===== config.mk =====
export PLATFORM = sky130hd
export DESIGN_NAME = param_loader_bram
export DESIGN_NICKNAME = d
export VERILOG_FILES = /design/src/rtl/param_pkg.sv /design/src/rtl/read_tag_pipe.sv /design/src/rtl/param_loader_bram.sv
export SDC_FILE = /design/constraint.sdc
export NUM_CORES = 1
export LEC_CHECK = 0
export CAP_MARGIN = 10
export CELL_PAD_IN_SITES_DETAIL_PLACEMENT = 1
export CELL_PAD_IN_SITES_GLOBAL_PLACEMENT = 1
export CORE_ASPECT_RATIO = 1.2
export CORE_MARGIN = 2
export CORE_UTILIZATION = 39
export CTS_CLUSTER_SIZE = 20
export DETAILED_ROUTE_END_ITERATION = 8
export GPL_ROUTABILITY_DRIVEN = 0
export HOLD_SLACK_MARGIN = 0.03
export PLACE_DENSITY_LB_ADDON = 0.08
export SYNTH_ARGS = -nofsm -noshare
export SYNTH_HDL_FRONTEND = slang
export SYNTH_HIERARCHICAL = 1
export SYNTH_SLANG_ARGS = --single-unit
export TNS_END_PERCENT = 1

===== constraint.sdc =====
create_clock -name clk -period 3.3 [get_ports clk]
set_input_delay 0.495 -clock clk [delete_from_list [all_inputs] [get_ports clk]]
set_output_delay 0.495 -clock clk [all_outputs]
set_load 0.1 [all_outputs]

===== src/rtl/param_pkg.sv =====
// Shared constants for the parameter loaders: FSM state encoding, default widths
// and the per-layer base addresses into the shared parameter BRAM.
package param_pkg;

  localparam int DEF_W          = 8;
  localparam int DEF_ADDR_WIDTH = 11;

  typedef enum logic [1:0] {
    IDLE  = 2'd0,
    ISSUE = 2'd1,
    DRAIN = 2'd2,
    DONE  = 2'd3
  } state_t;

  localparam int L1_WEIGHT_BASE = 0;
  localparam int L1_BIAS_BASE   = 1032;
  localparam int L2_WEIGHT_BASE = 1040;
  localparam int L2_BIAS_BASE   = 1552;

  // A load request is legal when it asks for at least one and at most max elements.
  function automatic logic count_legal(input int unsigned cnt, input int unsigned max_elems);
    return (cnt != 0) && (cnt <= max_elems);
  endfunction

endpackage


===== src/rtl/read_tag_pipe.sv =====
// Shift register of {valid, element index} that follows each BRAM read through
// the read latency, so the returning word knows which element slot it fills.
module read_tag_pipe #(
  parameter int DEPTH = 2,
  parameter int IDX_W = 4
) (
  input  logic             clk,
  input  logic             rst,
  input  logic             flush,
  input  logic             in_valid,
  input  logic [IDX_W-1:0] in_idx,
  output logic             out_valid,
  output logic [IDX_W-1:0] out_idx
);

  logic             vld_reg [DEPTH];
  logic [IDX_W-1:0] idx_reg [DEPTH];

  always_ff @(posedge clk or posedge rst) begin
    if (rst) begin
      vld_reg[0] <= 1'b0;
      idx_reg[0] <= '0;
    end else if (flush) begin
      vld_reg[0] <= 1'b0;
      idx_reg[0] <= '0;
    end else begin
      vld_reg[0] <= in_valid;
      idx_reg[0] <= in_idx;
    end
  end

  for (genvar gi = 1; gi < DEPTH; gi++) begin : g_stage
    always_ff @(posedge clk or posedge rst) begin
      if (rst) begin
        vld_reg[gi] <= 1'b0;
        idx_reg[gi] <= '0;
      end else if (flush) begin
        vld_reg[gi] <= 1'b0;
        idx_reg[gi] <= '0;
      end else begin
        vld_reg[gi] <= vld_reg[gi-1];
        idx_reg[gi] <= idx_reg[gi-1];
      end
    end
  end

  assign out_valid = vld_reg[DEPTH-1];
  assign out_idx   = idx_reg[DEPTH-1];

endmodule


===== src/rtl/param_loader_bram.sv =====
// Loads `count` consecutive BRAM words starting at `base_addr` into a packed
// register vector, one read per cycle, with a tag pipeline covering read latency.
module param_loader_bram
  import param_pkg::*;
#(
  parameter int W          = DEF_W,
  parameter int MAX_ELEMS  = 8,
  parameter int ADDR_WIDTH = DEF_ADDR_WIDTH,
  parameter int READ_LAT   = 2,
  parameter int CNT_W      = 4
) (
  input  logic                   clk,
  input  logic                   rst,
  input  logic                   start,
  input  logic [ADDR_WIDTH-1:0]  base_addr,
  input  logic [CNT_W-1:0]       count,
  output logic                   bram_en,
  output logic [ADDR_WIDTH-1:0]  bram_addr,
  input  logic [W-1:0]           bram_dout,
  output logic [MAX_ELEMS*W-1:0] data_out,
  output logic                   busy,
  output logic                   done,
  output logic                   valid,
  output logic                   err
);

  localparam logic [CNT_W-1:0]      CNT_ONE  = CNT_W'(1);
  localparam logic [ADDR_WIDTH-1:0] ADDR_ONE = ADDR_WIDTH'(1);

  state_t                  state_reg, state_next;
  logic [CNT_W-1:0]        count_reg, count_next;
  logic [CNT_W-1:0]        issue_idx_reg, issue_idx_next;
  logic                    bram_en_reg, bram_en_next;
  logic [ADDR_WIDTH-1:0]   bram_addr_reg, bram_addr_next;
  logic                    busy_reg, busy_next;
  logic                    done_reg, done_next;
  logic                    valid_reg, valid_next;
  logic                    err_reg, err_next;
  logic                    clear_data;
  logic                    tag_valid;
  logic [CNT_W-1:0]        tag_idx;
  logic                    last_capture;

  read_tag_pipe #(
    .DEPTH (READ_LAT),
    .IDX_W (CNT_W)
  ) u_tag_pipe (
    .clk       (clk),
    .rst       (rst),
    .flush     (clear_data),
    .in_valid  (bram_en_reg),
    .in_idx    (issue_idx_reg),
    .out_valid (tag_valid),
    .out_idx   (tag_idx)
  );

  // Tags retire in issue order, so the final element's tag marks the end of the load.
  assign last_capture = tag_valid && (tag_idx == count_reg - CNT_ONE);

  always_ff @(posedge clk or posedge rst) begin
    if (rst) begin
      state_reg     <= IDLE;
      count_reg     <= '0;
      issue_idx_reg <= '0;
      bram_en_reg   <= 1'b0;
      bram_addr_reg <= '0;
      busy_reg      <= 1'b0;
      done_reg      <= 1'b0;
      valid_reg     <= 1'b0;
      err_reg       <= 1'b0;
    end else begin
      state_reg     <= state_next;
      count_reg     <= count_next;
      issue_idx_reg <= issue_idx_next;
      bram_en_reg   <= bram_en_next;
      bram_addr_reg <= bram_addr_next;
      busy_reg      <= busy_next;
      done_reg      <= done_next;
      valid_reg     <= valid_next;
      err_reg       <= err_next;
    end
  end

  always_comb begin
    state_next     = state_reg;
    count_next     = count_reg;
    issue_idx_next = issue_idx_reg;
    bram_en_next   = 1'b0;
    bram_addr_next = bram_addr_reg;
    busy_next      = busy_reg;
    done_next      = 1'b0;
    valid_next     = valid_reg;
    err_next       = 1'b0;
    clear_data     = 1'b0;
    case (state_reg)
      IDLE: begin
        if (start) begin
          if (count_legal(int'(count), MAX_ELEMS)) begin
            state_next     = ISSUE;
            count_next     = count;
            issue_idx_next = '0;
            bram_en_next   = 1'b1;
            bram_addr_next = base_addr;
            busy_next      = 1'b1;
            valid_next     = 1'b0;
            clear_data     = 1'b1;
          end else begin
            err_next = 1'b1;
          end
        end
      end
      ISSUE: begin
        if (issue_idx_reg == count_reg - CNT_ONE) begin
          state_next = DRAIN;
        end else begin
          bram_en_next   = 1'b1;
          bram_addr_next = bram_addr_reg + ADDR_ONE;
          issue_idx_next = issue_idx_reg + CNT_ONE;
        end
      end
      DRAIN: begin
        if (last_capture) begin
          state_next = DONE;
          done_next  = 1'b1;
          valid_next = 1'b1;
          busy_next  = 1'b0;
        end
      end
      DONE: begin
        state_next = IDLE;
      end
      default: state_next = IDLE;
    endcase
  end

  for (genvar gi = 0; gi < MAX_ELEMS; gi++) begin : g_elem
    logic [W-1:0] elem_reg;
    always_ff @(posedge clk or posedge rst) begin
      if (rst) begin
        elem_reg <= '0;
      end else if (clear_data) begin
        elem_reg <= '0;
      end else if (tag_valid && (tag_idx == CNT_W'(gi))) begin
        elem_reg <= bram_dout;
      end
    end
    assign data_out[gi*W +: W] = elem_reg;
  end

  assign bram_en   = bram_en_reg;
  assign bram_addr = bram_addr_reg;
  assign busy      = busy_reg;
  assign done      = done_reg;
  assign valid     = valid_reg;
  assign err       = err_reg;

endmodule


==> key figures, run 1 <==
Logic synthesis
  • Largest family of logic cells by synthesized area: multiplexers
  • Primary FF master, synth: dfrtp_1
  • Share of synthesized cell area in full adder, half adder and majority cells: 1.60%
  • Mux cell area share after synthesis: between 10% and 20%
  • Compound-Gate Fraction of Synth Area: between 7 and 8%
  • Mapped Cells: between 400 and 500
  • Yosys cell types: 54
  • FF+latch count, synth: 100
  • Asr flop ratio synth: 100%
  • Syn nets: between 400 and 500
  • Post-Synth XOR/XNOR Area: approximately 2.2%
  • Cell area after synthesis: 4680 µm²
  • Simple-Gate Fraction of Synth Area: roughly 15%
  • Sequential-to-total area share from yosys stat: between 50 and 60%
  • Syn_area_per_cell: 10.9 µm²
  • Post-synth EDFFs: 0
  • Yosys warns: 6

Setup path
  • Reg2reg end: state_reg[1]
  • WP data arrival: 2.88 ns
  • Reg2Reg Launch Point: count_reg[0]
  • CP Data Required Time: approximately 3.5 ns
  • Top fanout value on the critical path: 9
  • R2R Setup Slk: 0.65 ns
  • Worst path max stage delay: 0.48 ns
  • Worst path buffer plus inverter count: 1
  • Startpoint types: flip-flop
  • Critical path capture point type: flip-flop
  • Crit-path slowest cell: a2111oi_4
  • Worst reg-to-reg path cell count: 7
  • CP delay by family, top: compound AO/OA/AOI/OAI gates
  • Crit path kind: flip-flop to flip-flop
  • CP cell instances: inv_1 -> ha_1 -> xor3_2 -> a2111oi_4 -> nand2_2 -> a221oi_4 -> mux2_4

STA
  • Final setup violation count: 0
  • Max Clock Skew: approximately 0.0068 ns
  • RSZ-0062 raised after global routing: no
  • Period utilisation layout: 80.3%
  • Rel. slew slack: 32.6%
  • Max-slew violations: 0
  • Least-Margin Pin Slew: between 1 and 1.5 ns
  • Final setup margin: around 0.65 ns
  • Min Tclk post-route: ~2.6 ns
  • Total Neg Setup Slack: 0 ns
  • Hold Fails Final Rpt: 0
  • F_max: approximately 380 MHz

Cells and area
  • P&R area growth vs syn: 31.7%
  • Nets: roughly 550
  • Max reg flops: 64
  • Area of the multi-input gates: slightly below 2000 µm²
  • Most frequent cells in the layout: dfrtp_1, clkdlybuf4s50_1, nor2_1
  • Commonest non-fill, non-tap cell in the layout: dfrtp_1
  • Storage element area: about 2500 µm²
  • Fraction of layout cells with a size suffix above 1: slightly below 9%
  • # diodes: 0
  • Fillers: about 1.3k

Global routing
  • Initial antenna violation count: 0
  • Vias in the first global route: 3732
  • Largest net degree at the start of global routing: 74
  • Total GRT Usage: about a fifth
  • First-pass GRT wire length: approximately 20000 µm
  • Grt ovf: 0

Drt
  • DR vias/cell: 5.23
  • DRC errors left: 0
  • Highest Signal Layer: met4
  • Initial DRT Pass Iterations: 4
  • DR WL met3: about 330 µm
  • WL final: ~13000 µm
  • Met2 wire len: 6960 µm
  • Via count: between 3k and 4k
  • Antenna Nets Post-Route: 0
  • DR WL/cell: about 19 µm
  • Initial DRC Count: roughly 110
  • Met1 Wirelength: approximately 5300 µm

Clocking
  • CTS sink cnt: 100
  • CTS tree: built
  • Clk buf depth: 2
  • Number of H-tree levels: 3
  • Hold-fix buffers, CTS: 0
  • Setup Buffers After CTS: 0
  • Post-cts sizing count: 0
  • Total CTS buffers: 9
  • Clock-pin slew on the worst setup and hold paths: about 0.070 ns
  • CTS root buffer: clkbuf_16
  • Latest clock arrival within the worst-skew pair: approximately 0.34 ns

Worst hold path
  • WHS Path Cells: 1
  • Worst hold path class: flip-flop to flip-flop
  • Hold Path Origin: u_tag_pipe/idx_reg[6]
  • Hold endpoint: u_tag_pipe/out_idx[2]

Floorplan
  • Core area: about 12000 µm²
  • Width of the die: about 100 µm
  • Die Y-Extent: ~120 µm
  • DIE AREA: approximately 13000 µm²
  • Initial Util: between 40 and 50%
  • Core Rows: 43
  • IO Count: ~110

Status
  • Status: completed

Place
  • DP HPWL: 9000 µm
  • Number of port buffers: 105
  • Placement Setup Slack: ~0.46 ns

Run
  • MaxCap Viol Count: 0
## worst reg2reg max path, stage by stage, from the launching register on
cell and delay (ns):
dfrtp_1 0.44, inv_1 0.08, ha_1 0.24, xor3_2 0.41, a2111oi_4 0.48, nand2_2 0.25, a221oi_4 0.31, mux2_4 0.32
## how the worst max path moves through the flow
stage                       startpoint            to  depth (start not counted)
after global placement        count[2]  bram_addr[4]                          6
after floorplan                    rst  bram_addr[0]                          1
after detailed placement      count[2]  bram_addr[4]                          6
after CTS                 count_reg[0]  state_reg[1]                          7
final                     count_reg[0]  state_reg[1]                          7
after global routing      count_reg[0]  state_reg[1]                          7
## cells in the mapped netlist (2+ instances only)
cell	n	share of area [%]
nand2b_1	2	0.27
mux2_2	2	0.48
nand2_1	18	1.4
a211oi_1	3	0.48
a311oi_1	2	0.37
xnor2_1	7	1.3
and2_1	3	0.40
and4_1	2	0.37
o21ai_0	5	0.53
inv_1	13	1.0
o32a_1	5	1.1
nand3b_1	3	0.48
ha_1	6	1.6
o22ai_1	2	0.27
clkbuf_1	14	1.1
nor3b_1	4	0.64
nor4_1	5	0.67
buf_4	6	0.96
nand3_1	8	0.86
nor2b_1	11	1.5
xor2_1	2	0.37
and3_1	2	0.27
buf_1	14	1.1
a31oi_1	2	0.27
nand4_1	3	0.40
nor3_1	2	0.21
nor2_1	86	6.9
mux2_4	2	0.64
a21oi_1	7	0.75
dfrtp_1	100	53
mux2i_1	67	14
## logic make-up after synthesis
logic type,after synthesis
buffers and inverters,47
muxes,72
AOI/OAI and AO/OA,43
xor gates and xnor gates,10
adders and majority gates,6
DFF,100
and+or+nand+nor,153
## routing by layer
metal  GRT usage (%)  vias up
li1                -     1652
met1            24.6     1832
met2            37.5       68
met3            2.83       16
met4            7.35        0
met5               0        -
## area by class of cell
type	count	share of cell area, %
flip-flops and latches	100	40.6
multi-input cells	284	32.2
repair buffers	112	17.9
clock buffers	10	3.88
well taps	157	3.19
clock inverters	6	1.42
inverters	13	0.812
## metrics by stage
step           area (µm²)  cells  hold WS (ns)  utilization [%]
5_1_grt              6170    682         0.484             53.1
4_1_cts              6170    682         0.477             53.1
6_report             6170    682         0.475             53.1
3_5_place_dp         5840    666         0.451             50.3
2_1_floorplan        4680    431         0.335                -
3_3_place_gp         5840    666         0.440             50.3
Power of run 1 is left out: the tool's default activity adds up to more than one toggle a clock period on the data nets, which glitch-free logic cannot reach.
==> run 2, diff against run 1 <==
==> constraint.sdc (replaced) <==
create_clock -name clk -period 2.6 [get_ports clk]
set_input_delay 0.39 -clock clk [delete_from_list [all_inputs] [get_ports clk]]
set_output_delay 0.39 -clock clk [all_outputs]
set_load 0.1 [all_outputs]
==> run 2 against run 1 <==
  * First-iteration DRC count increased by 23%
  * Flip-flop and latch count unchanged
  * Core utilization decreased by 0.73 points
  * Critical path type unchanged
  * Cell count increased by 1.9%
  * Critical endpoint is now bram_addr[1]
  * Hold slack got worse by 0.043 ns
  * Non-clock buffer count increased by 13
  * Die area unchanged
  * Count of clock-buffer cells in the layout unchanged
  * Critical path depth unchanged
==> key figures, run 2 (synthesized netlist as in run 1, its figures left out) <==
Cells and area
  • Storage element area: 2500 µm² (unchanged)
  • # diodes: 0 (unchanged)
  • Area of the multi-input gates: 1990 µm² (unchanged)
  • Nets: 565 (+2.4%)
  • Post-route insts no fill: 695 (+1.9%)
  • Most frequent cells in the layout: dfrtp_1, buf_4, nor2_1
  • Max reg flops: 64 (unchanged)
  • Post-layout util: 52.3% (-0.73 points)
  • Fraction of layout cells with a size suffix above 1: 23.8% (+15 points)
  • Fillers: 1307 (+2.0%)
  • Commonest non-fill, non-tap cell in the layout: dfrtp_1
  • P&R area growth vs syn: 29.9%

Place
  • Number of port buffers: 105 (unchanged)
  • Placed Cells: 679 (+2.0%)
  • DP HPWL: 9000 µm (about the same)

Clocking
  • CTS sink cnt: 100 (unchanged)
  • Clock-pin slew on the worst setup and hold paths: 0.07 ns (about the same)
  • Hold-fix buffers, CTS: 0 (unchanged)
  • CTS tree: built
  • Number of H-tree levels: 3 (unchanged)
  • Post-cts sizing count: 0 (unchanged)
  • Latest clock arrival within the worst-skew pair: 0.35 ns (about the same)
  • Total CTS buffers: 9 (unchanged)
  • CTS root buffer: clkbuf_16
  • Clk buf depth: 2 (unchanged)
  • Setup Buffers After CTS: 0 (unchanged)

Floorplan
  • Initial Util: 40.3% (unchanged)
  • Core area: 11600 µm² (unchanged)
  • Core Rows: 43 (unchanged)
  • DIE AREA: 12900 µm² (unchanged)
  • IO Count: 106 (unchanged)
  • Width of the die: 104 µm (unchanged)
  • Die Y-Extent: 124 µm (unchanged)

Drt
  • DR vias/cell: 5.16 (-1.3%)
  • Initial DRC Count: 137 (+23%)
  • DRC errors left: 0 (unchanged)
  • Initial DRT Pass Iterations: 4 (unchanged)
  • WL final: 12600 µm (-1.8%)
  • Antenna Nets Post-Route: 0 (unchanged)
  • Via count: 3589 (+0.59%)
  • DR WL/cell: 18.1 µm (-3.6%)

Setup path
  • Worst path max stage delay: 0.43 ns (-0.05 ns)
  • WP data arrival: 2.65 ns (-0.23 ns)
  • Crit path kind: flip-flop to flip-flop
  • Startpoint types: flip-flop
  • Top fanout value on the critical path: 7 (-2)
  • CP cell instances: inv_1 -> ha_1 -> xor3_2 -> a2111oi_4 -> and2_1 -> a21oi_2 -> mux2_4
  • Worst reg-to-reg path cell count: 7 (unchanged)
  • Critical path capture point type: flip-flop
  • CP Data Required Time: 2.83 ns (-0.70 ns)
  • Crit-path slowest cell: a2111oi_4

STA
  • Hold Fails Final Rpt: 0 (unchanged)
  • RSZ-0062 raised after global routing: no
  • F_max: 412 MHz (+9.2%)
  • Final setup violation count: 0 (unchanged)
  • Max Clock Skew: 0.00973 ns (+0.00290 ns)
  • Period utilisation layout: 93.3% (+13 points)
  • Max-slew violations: 0 (unchanged)
  • Rel. slew slack: 53.2% (+21 points)
  • Min Tclk post-route: 2.43 ns (-0.223 ns)
  • Least-Margin Pin Slew: 0.702 ns (-0.307 ns)

Global routing
  • Initial antenna violation count: 0 (unchanged)
  • Largest net degree at the start of global routing: 56 (-24%)
  • Vias in the first global route: 3827 (+2.5%)
  • Grt ovf: 0 (unchanged)
  • Total GRT Usage: 20.4% (+0.022 points)
  • First-pass GRT wire length: 20500 µm (+0.68%)

Status
  • Status: completed

Run
  • MaxCap Viol Count: 0 (unchanged)

Worst hold path
  • Worst hold path class: input port to async pin
-- run 2: changes by cell type in the layout (fill, tap and decap cells not counted) --
| cell | change |
|---|---|
| clkdlybuf4s50_1 | -70 |
| inv_6 | +1 |
| clkbuf_1 | +1 |
| clkinv_4 | +1 |
| clkbuf_8 | -1 |
| clkinvlp_4 | -2 |
| buf_4 | +83 |
-- run 2: final cells by class --
| type | count | share of cell area [%] |
|---|---|---|
| clock buffer | 10 | 3.76 |
| inverter | 13 | 0.864 |
| timing repair buffer | 125 | 16.9 |
| clock inverter | 6 | 1.44 |
| sequential | 100 | 41.1 |
| multi-input combinational | 284 | 32.7 |
| tap | 157 | 3.23 |
-- run 2: per-stage QoR --
stage	setup WS [ns]	TNS (ns)	hold WS, ns	area, µm²
final	0.174	0	0.432	6080
after global routing	0.0397	0	0.450	6080
after CTS	0.161	0	0.424	6080
after detailed placement	-0.00717	-0.0136	0.453	5770
after global placement	0.0624	0	0.441	5770
after floorplan	0.200	0	0.230	4690
-- run 2: final timing paths --
path	from	endpoint	slack [ns]
worst max-delay path	count_reg[1]	bram_addr[1]	0.17
worst min-delay path	rst	u_tag_pipe/out_idx[3]	0.43
worst max register to register	count_reg[1]	bram_addr[1]	0.17
worst min register to register	u_tag_pipe/idx_reg[5]	u_tag_pipe/out_idx[1]	0.46
max in group asynchronous	rst	g_elem[7].elem_reg[5]	1.45
min in group clk	u_tag_pipe/idx_reg[5]	u_tag_pipe/out_idx[1]	0.46
-- run 2: worst max-delay path, delay by kind of cell (launching register included) --
kind,cells,cell delay [ns]
fa+ha+maj,1,0.21
xor+xnor,1,0.41
flops,1,0.36
simple gates,1,0.38
buf+inv,1,0.06
compound gates,2,0.58
mux,1,0.31
-- run 2: routing by layer --
layer	track usage, %	routed length, µm	vias up	share of wire [%]
met5	0	0	-	0
met4	6.17	197	0	1.6
met3	4.19	413	16	3.3
met2	37.9	6670	71	53
met1	24.0	5290	1819	42
li1	-	-	1683	-
Power of run 2 is left out for the same reason.
